**src/rtl/sub_12.sv**
```systemverilog
// sub_12: pipelined 12-bit integer-field subtractor with valid, stall, borrow and optional clamp-at-zero
module sub_12 #(
  parameter int LATENCY = 5,
  parameter int FRAC_W  = 4
) (
  input  logic        clk_i,
  input  logic        rst_n_i,
  input  logic        ce_i,
  input  logic        valid_i,
  input  logic        sat_en_i,
  input  logic [11:0] data_1_i,
  input  logic [11:0] data_2_i,
  output logic [11:0] data_diff_o,
  output logic        borrow_o,
  output logic        valid_o,
  output logic        busy_o
);
  localparam int W = 12 - FRAC_W;
  logic [W-1:0]       w_a, w_b, w_d;
  logic               w_brw;
  logic [W-1:0]       r_d [LATENCY];
  logic [LATENCY-1:0] r_b, r_v;
  assign w_a   = W'(data_1_i >> FRAC_W);
  assign w_b   = W'(data_2_i >> FRAC_W);
  assign w_brw = w_a < w_b;
  // non-valid slots carry zeros so idle output data is deterministic
  assign w_d   = (!valid_i || (sat_en_i && w_brw)) ? '0 : w_a - w_b;
  always_ff @(posedge clk_i)
    if (!rst_n_i) begin
      r_v <= '0;
      r_b <= '0;
      for (int i = 0; i < LATENCY; i++) r_d[i] <= '0;
    end else if (ce_i) begin
      r_v    <= {r_v[LATENCY-2:0], valid_i};
      r_b    <= {r_b[LATENCY-2:0], valid_i & w_brw};
      r_d[0] <= w_d;
      for (int i = 1; i < LATENCY; i++) r_d[i] <= r_d[i-1];
    end
  assign data_diff_o = 12'(r_d[LATENCY-1]) << FRAC_W;
  assign borrow_o    = r_b[LATENCY-1];
  assign valid_o     = r_v[LATENCY-1];
  assign busy_o      = |r_v;
endmodule
```
**config.mk**
```make
export PLATFORM = sky130hd
export DESIGN_NAME = sub_12
export DESIGN_NICKNAME = d
export VERILOG_FILES = /design/src/rtl/sub_12.sv
export SDC_FILE = /design/constraint.sdc
export NUM_CORES = 1
export LEC_CHECK = 0
export CAP_MARGIN = 20
export CORE_UTILIZATION = 55
export CTS_CLUSTER_DIAMETER = 60
export DETAILED_ROUTE_END_ITERATION = 16
export GPL_ROUTABILITY_DRIVEN = 0
export MAX_ROUTING_LAYER = met4
export PLACE_DENSITY_LB_ADDON = 0.2
export SLEW_MARGIN = 20
export SYNTH_ARGS = -nofsm -noshare
export SYNTH_HDL_FRONTEND = slang
export SYNTH_SLANG_ARGS = --single-unit
```
**constraint.sdc**
```tcl
create_clock -name clk_i -period 6.3 [get_ports clk_i]
set_input_delay 1.26 -clock clk_i [delete_from_list [all_inputs] [get_ports clk_i]]
set_output_delay 1.26 -clock clk_i [all_outputs]
set_load 0.01 [all_outputs]
```
# Word-level counts from Yosys, hierarchy flattened
# Memory sizes are Yosys's and may differ from the RTL's.
# Cells that the tools add are included.
[totals]
ff_bits = 10
ramBits = 40
input_bits = 29
out_inout_bits = 15
wordCells = 25
memories = 1
[op_classes]
add_sub_neg = 1
n_lt_le_gt_ge = 1
muxes = 10
bitwise = 6
reduce_logical = 4
[mem_list]
columns = ["memory", "words", "word_bits", "rd", "rd_ports_with_merged_regs", "wr", "line_no", "source"]
rows = [
  ["r_d", 5, 8, 5, 0, 5, "21", "logic [W-1:0] r_d [LATENCY];"],
]
[op_table]
columns = ["operator", "n"]
rows = [
  ["$mux W8", 6],
  ["$lt A8 B8 Y1", 1],
  ["$sub A8 B8 Y8", 1],
  ["$or A1 B1 Y1", 5],
  ["$reduce_or A5 Y1", 1],
  ["$mux W1", 4],
  ["$and A1 B1 Y1", 1],
  ["$logic_and A1 B1 Y1", 1],
  ["$logic_not A1 Y1", 1],
  ["$logic_or A1 B1 Y1", 1],
]

# Longest topological paths before layout
# Gate-level depths: netlist of run 1.
[logic_depth]
depth_word = 5
mapped_depth = 8
ltp_nobuf = 8

# Worst setup path before layout of run 1
# No wires, ideal clock.
[synth_timing]
path_type = "in2reg"
startpoint = "in ce_i"
endpoint = "mem r_d[0][0] (netlist bit), enable pin"
setup_time_ps = 405
arrival_time_ps = 2709
required_time_ps = 5895
slack_ps = 3186
path_stages = 3
path_buffers = 2
path_cell_list = "buf_2 buf_2 nand2b_1"
[synth_lines]
columns = ["element", "line_no", "source"]
rows = [
  ["start: declaration", "8", "input logic ce_i,"],
  ["end: declaration", "21", ""],
]

==> run metrics, run 1 <==
Clock Skew 2.927 ps; die footprint 4535 µm²; GRT busiest layer met2; Pre-antenna DRT Iters 4; filler cell count around 290; Inserted Clock Buffers 5; Starting Density 57.88%; post-layout util between 60 and 70%; Seq cells post-synth 50; status finished, final reports clean; clock slew seen by the registers of the worst setup and hold paths roughly 70 ps; Yosys Warn Count 0; startpoint types primary input; CTS resizes 0; GR Util met3 3.547%; clk sinks 50; Mapped Avg Cell Area between 10 and 15 µm²; max-slew violations 0; total grt overflow 0; register area share after synthesis 59.67%; GRT Resource Usage Total approximately 17%; max_cap viols 0; # hold bufs at CTS 0; PortBufs 31; RSZ-0062 raised after global routing false; power density over the cells 235.0 nW/µm²; Max clock buf depth 2; most common cell after layout, fill and taps aside edfxtp_1; vias in the first global route 1241; vias roughly 1400; drt wl/cell 12.50 µm; die height 67.35 µm; actual slew at the worst max-slew pin 931.0 ps; First DRT Iteration DRCs 100; CTS tree done; Hold Crit Class register to register; met1 GRT Util 17.66%; Core ar. 4058 µm²; DRC Markers 0; most frequent cells in the layout edfxtp_1, and3_1, clkdlybuf4s50_1, inv_1; Setup CP Type primary input to register; final setup TNS 0 ps; ant diodes 0; CP Capture Type register; Final Critical Period about 3100 ps; layout cells sized above 1 8.173%; CP max FO 7; Distinct cells, synth 33; hpwl dp between 2 and 2.5 mm; post-CTS setup buffers 0; fmax 326.3 MHz; Clock Latency Late Sink roughly 280 ps; H-tree depth 2; Hold Slack 478.8 ps; Leakage about 1.2 nW; met2 Use GR 29.25%; Top-Level Pins 44; Mapped Area 2349 µm²; Setup violations, final 0; Vias/cell 5.252; Cell Rows 23; WL final approximately 3.2 mm; Worst slew margin 37.93%; cell count after synthesis 186; Layout area overhead 15.40%; WP data required 6440 ps; largest net degree at the start of global routing 44; Worst EP arrival 3200 ps; Post-Place Cells 251; Nets 246; first-pass GRT wire length approximately 5.3 mm; CTS Root Cell clkbuf_8; final hold violation count 0; Die X-Extent 67.35 µm; Final period util 48.65%; initial antenna violation count 0; fin cells 258; Antenna Nets Post-Route 0; VDD IR max between 0.1 and 0.15 mV
==> worst paths after layout <==
kind	from	to	slack [ps]	cells after the start
max	data_1_i[4]	r_d[0][5]	3240	9
min	r_b[0]	r_b[0]	480	2
min reg2reg	r_b[0]	r_b[0]	480	2
max reg2reg	r_d[0][14]	r_d[0][22]	5480	1
==> stage by stage <==
stage,setup WS [ps],instance area [µm²],power [W]
after floorplan,3186,2360,0.0004437
after global placement,2997,2624,0.0004642
after detailed placement,2936,2624,0.0004683
after CTS,3234,2710,0.0006430
after global routing,3130,2710,0.0006648
final,3235,2710,0.0006368
==> cells in the mapped netlist <==
cell	n	share of area [%]
a211oi_2	1	0.53
and3_1	34	9.1
nor2_1	6	0.96
nor3_2	2	0.85
a21oi_2	1	0.37
o21ai_0	3	0.64
inv_1	11	1.8
o31a_1	1	0.37
o21a_1	3	0.96
conb_1	1	0.16
buf_4	12	3.8
o21ai_4	1	0.69
nor3_1	2	0.43
edfxtp_1	40	51
a2111oi_0	1	0.37
xor2_1	2	0.75
o211a_1	1	0.43
dfxtp_1	10	8.5
nor2b_4	2	1.2
ha_1	8	4.3
o22ai_1	1	0.27
nand2_1	5	0.80
buf_2	2	0.43
nor2b_1	10	2.7
o21ai_1	1	0.21
mux2i_1	9	3.8
nand2b_1	2	0.53
a2111o_1	1	0.48
xnor2_1	1	0.37
clkbuf_1	7	1.1
a21oi_1	3	0.64
fa_1	1	0.85
o31ai_2	1	0.53
==> power by group <==
| part | leakage (nW) | internal (W) | switching (W) |
|---|---|---|---|
| Combinational | 0.631 | 0.0000407 | 0.0000403 |
| Sequential | 0.523 | 0.000375 | 0.00000443 |
| Clock | 0.0443 | 0.0000871 | 0.0000889 |
==> cells by family after synthesis <==
| kind of cell | after synthesis | synth area share, % |
|---|---|---|
| AOI/OAI and AO/OA | 19 | 6.499 |
| xor gates and xnor gates | 3 | 1.119 |
| adders and majority gates | 9 | 5.115 |
| buffers and inverters | 32 | 7.139 |
| DFF | 50 | 59.67 |
| muxes | 9 | 3.836 |
| other | 1 | 0.1597 |
| and+or+nand+nor | 63 | 16.46 |
==> routing by layer <==
layer	routed length [µm]	vias to the layer above
met5	0	-
met4	31	0
met3	125	2
met2	1718	40
met1	1350	622
li1	-	691
==> flip-flops by register name, indices dropped and copies added, names as in the netlist <==
register,flops
r_d,40
r_b,5
r_v,5
==> area by class of cell <==
cell class	count	area [µm²]	share of cell area (%)
sequential	50	1401	51.71
multi-input combinational	107	793.3	29.27
timing repair buffer	33	325.3	12.00
clock buffer	7	86.33	3.186
tap	50	62.56	2.308
inverter	11	41.29	1.524
==> critical path: stages <==
cell and delay (ps):
clkdlybuf4s50_1 450, inv_1 40, ha_1 240, fa_1 430
nor2b_4 170, o31ai_2 100, a21oi_2 220, o21ai_4 120
nor3_2 180
No activity file was read; power rests on OpenSTA's default activity.
==> run 2, diff against run 1 <==
--- a/config.mk
+++ b/config.mk
@@ -6,7 +6,7 @@
 export NUM_CORES = 1
 export LEC_CHECK = 0
 export CAP_MARGIN = 20
-export CORE_UTILIZATION = 55
+export CORE_UTILIZATION = 47
 export CTS_CLUSTER_DIAMETER = 60
 export DETAILED_ROUTE_END_ITERATION = 16
 export GPL_ROUTABILITY_DRIVEN = 0
==> constraint.sdc (replaced) <==
create_clock -name clk_i -period 2.69 [get_ports clk_i]
set_input_delay 0.538 -clock clk_i [delete_from_list [all_inputs] [get_ports clk_i]]
set_output_delay 0.538 -clock clk_i [all_outputs]
set_load 0.01 [all_outputs]
==> run 2 against run 1 <==
  * Final cell count up 8.1%
  * Total power up 130%
  * Combinational power rose by 140%
  * Sequential share of layout area decreased by 0.94 points
  * Largest power group unchanged
  * Highest routed layer unchanged
  * Die area increased by 17%
  * Critical endpoint is now r_d[0][2]
  * Flip-flop and latch count is the same
  * Clock power increased by 130%
  * Clock-buffer cell count is 1 higher
==> run metrics, run 2 (synthesized netlist as in run 1, its figures left out) <==
die height 72.69 µm (was 67.35 µm); PortBufs 31 (unchanged); most frequent cells in the layout edfxtp_1, and3_1, clkdlybuf4s50_1, inv_1 (unchanged); most common cell after layout, fill and taps aside edfxtp_1 (unchanged); CTS Root Cell clkbuf_8 (unchanged); Pre-antenna DRT Iters 4 (unchanged); Seq pwr share 59.8% (was 59.6%); drt wl/cell 11.69 µm (was 12.50 µm); register-to-register setup slack 1880 ps (was 5480 ps); clock slew seen by the registers of the worst setup and hold paths 80 ps (was 70 ps); Nets 249 (was 246); hold depth 2 (unchanged); first-pass GRT wire length 5.471 mm (was 5.271 mm); CP top delay family adder cells (unchanged); Crit Reg-Reg Endpoint r_d[0][21] (was r_d[0][22]); hpwl dp 2.275 mm (was 2.156 mm); DRC Markers 0 (unchanged); GRT Resource Usage Total 14.20% (was 16.64%); WL final 3.261 mm (was 3.226 mm); ordered list of cells on the worst path clkdlybuf4s50_1 > inv_1 > ha_1 > fa_1 > nor2b_4 > o31ai_2 > a21oi_2 > o21ai_4 > nor3_2 (unchanged); power density over the cells 538.6 nW/µm² (was 235.0 nW/µm²); VDD IR max 0.1996 mV (was 0.1079 mV); Setup CP Type primary input to register (unchanged); setup ws final 355.2 ps (was 3235 ps); initial antenna violation count 0 (unchanged); Final period util 86.80%; CP Capture Type register (unchanged); Logic pwr share 13.2% (was 12.7%); Starting Density 49.39% (was 57.88%); fmax 428.3 MHz; WHS Endpoint r_b[0] (unchanged); Antenna Nets Post-Route 0 (unchanged); total grt overflow 0 (unchanged); Switching Power 0.0003230 W (was 0.0001337 W); # hold bufs at CTS 0 (unchanged); WP data required 2830 ps (was 6440 ps); Die X-Extent 72.69 µm (was 67.35 µm); R2R Path Start r_d[0][13] (was r_d[0][14]); CTS resizes 0 (unchanged); vias 1370 (was 1355); max_cap viols 0 (unchanged); Setup violations, final 0 (unchanged); Inserted Clock Buffers 5 (unchanged); Worst Path Buf+Inv 2 (unchanged); vias in the first global route 1286 (was 1241); Hold Crit Class register to register (unchanged); final setup TNS 0 ps (unchanged); max FFs per register 40 (unchanged); First DRT Iteration DRCs 62 (was 100); clk sinks 50 (unchanged); filler cell count 397 (was 285); R2R cell count 1 (unchanged); CP max FO 7 (unchanged); Max clock buf depth 2 (unchanged); Clk pwr share 27.0% (was 27.6%); CTS tree done (unchanged); CP Depth 9 (unchanged); H-tree depth 2 (unchanged); layout cells sized above 1 8.962% (was 8.173%); startpoint types primary input (unchanged); RSZ-0062 raised after global routing false (unchanged); Core ar. 4755 µm² (was 4058 µm²); largest net degree at the start of global routing 26 (was 44); Cell Rows 25 (was 23); Final Critical Period between 2000 and 2500 ps; Worst EP arrival 2480 ps (was 3200 ps); max-slew violations 0 (unchanged); Top reg by flops r_d (unchanged); status finished, final reports clean (unchanged); die footprint 5284 µm² (was 4535 µm²); Crit path largest cell delay 450 ps (about the same); Clock Skew 2.960 ps (was 2.927 ps); final hold violation count 0 (unchanged); switch share 21.72% (was 20.99%); Vias/cell 4.910 (was 5.252); P_int 0.001164 W (was 0.0005032 W); Layout area overhead 17.53% (was 15.40%); Leakage 1.212 nW (was 1.198 nW); Clock Latency Late Sink 290 ps (was 280 ps); Hold Crit Start r_b[0] (unchanged); Top Registers r_d: 40 flops, r_b: 5 flops, r_v: 5 flops (unchanged); worst slack at placement 35.58 ps (was 2936 ps); post-CTS setup buffers 0 (unchanged); ant diodes 0 (unchanged); Max stage delay cell, worst path clkdlybuf4s50_1 (unchanged); Top-Level Pins 44 (unchanged)
[run 2: area by class of cell]
| class | instances | area [µm²] | share of cell area, % |
|---|---|---|---|
| Clock buffer | 8 | 80.08 | 2.901 |
| Inverter | 11 | 41.29 | 1.496 |
| Multi-Input combinational cell | 107 | 793.3 | 28.74 |
| Sequential cell | 50 | 1401 | 50.77 |
| Tap cell | 67 | 83.83 | 3.037 |
| Timing Repair Buffer | 36 | 360.3 | 13.06 |
[run 2: worst max path at each step]
stage                     start   endpoint  slack (ps)
floorplan                  ce_i  r_d[0][0]         300
global placement    data_1_i[4]  r_d[0][5]         110
detailed placement  data_1_i[4]  r_d[0][2]          40
CTS                 data_1_i[4]  r_d[0][2]         350
global route        data_1_i[4]  r_d[0][2]         260
finish              data_1_i[4]  r_d[0][2]         360
[run 2: power groups by stage]
| stage | clock network [W] | logic, W | registers (W) |
|---|---|---|---|
| 2_1_floorplan | 0 | 0.000135 | 0.000904 |
| 5_1_grt | 0.000448 | 0.000216 | 0.000893 |
| 3_3_place_gp | 0 | 0.000189 | 0.000905 |
| 4_1_cts | 0.000417 | 0.000197 | 0.000889 |
| 3_5_place_dp | 0 | 0.000196 | 0.000907 |
| 6_report | 0.000402 | 0.000196 | 0.000889 |
[run 2: per-layer routing]
layer | global-route usage (%) | up-vias | part of all wire [%]
li1 | - | 698 | -
met1 | 14.71 | 632 | 43
met2 | 24.82 | 35 | 52
met3 | 4.144 | 5 | 3.8
met4 | 6.536 | 0 | 1.6
met5 | - | - | 0
[run 2: through the flow]
step / cells / hold slack [ps] / util [%] / cell area [µm²] / total power (W)
finish: 279 / 485.7 / 58.05 / 2760 / 0.001487
global route: 279 / 527.3 / 58.05 / 2760 / 0.001557
CTS: 279 / 488.4 / 58.05 / 2760 / 0.001503
detailed placement: 271 / 479.8 / 56.37 / 2680 / 0.001103
global placement: 271 / 467.1 / 56.37 / 2680 / 0.001093
floorplan: 189 / 448.3 / - / 2360 / 0.001039
[run 2: tightest hold or removal path, delay by kind of cell (launching register included)]
family	cells	cell delay (ps)
AO/OA/AOI/OAI	1	80
buffers and inverters	1	50
flip-flops	1	310
==> run 3, diff against run 2 <==
--- a/config.mk
+++ b/config.mk
@@ -9,7 +9,6 @@
 export CORE_UTILIZATION = 47
 export CTS_CLUSTER_DIAMETER = 60
 export DETAILED_ROUTE_END_ITERATION = 16
-export GPL_ROUTABILITY_DRIVEN = 0
 export MAX_ROUTING_LAYER = met4
 export PLACE_DENSITY_LB_ADDON = 0.2
 export SLEW_MARGIN = 20
==> results of run 3 <==
The final DEF is identical to that of run 2; final timing and power are the same.
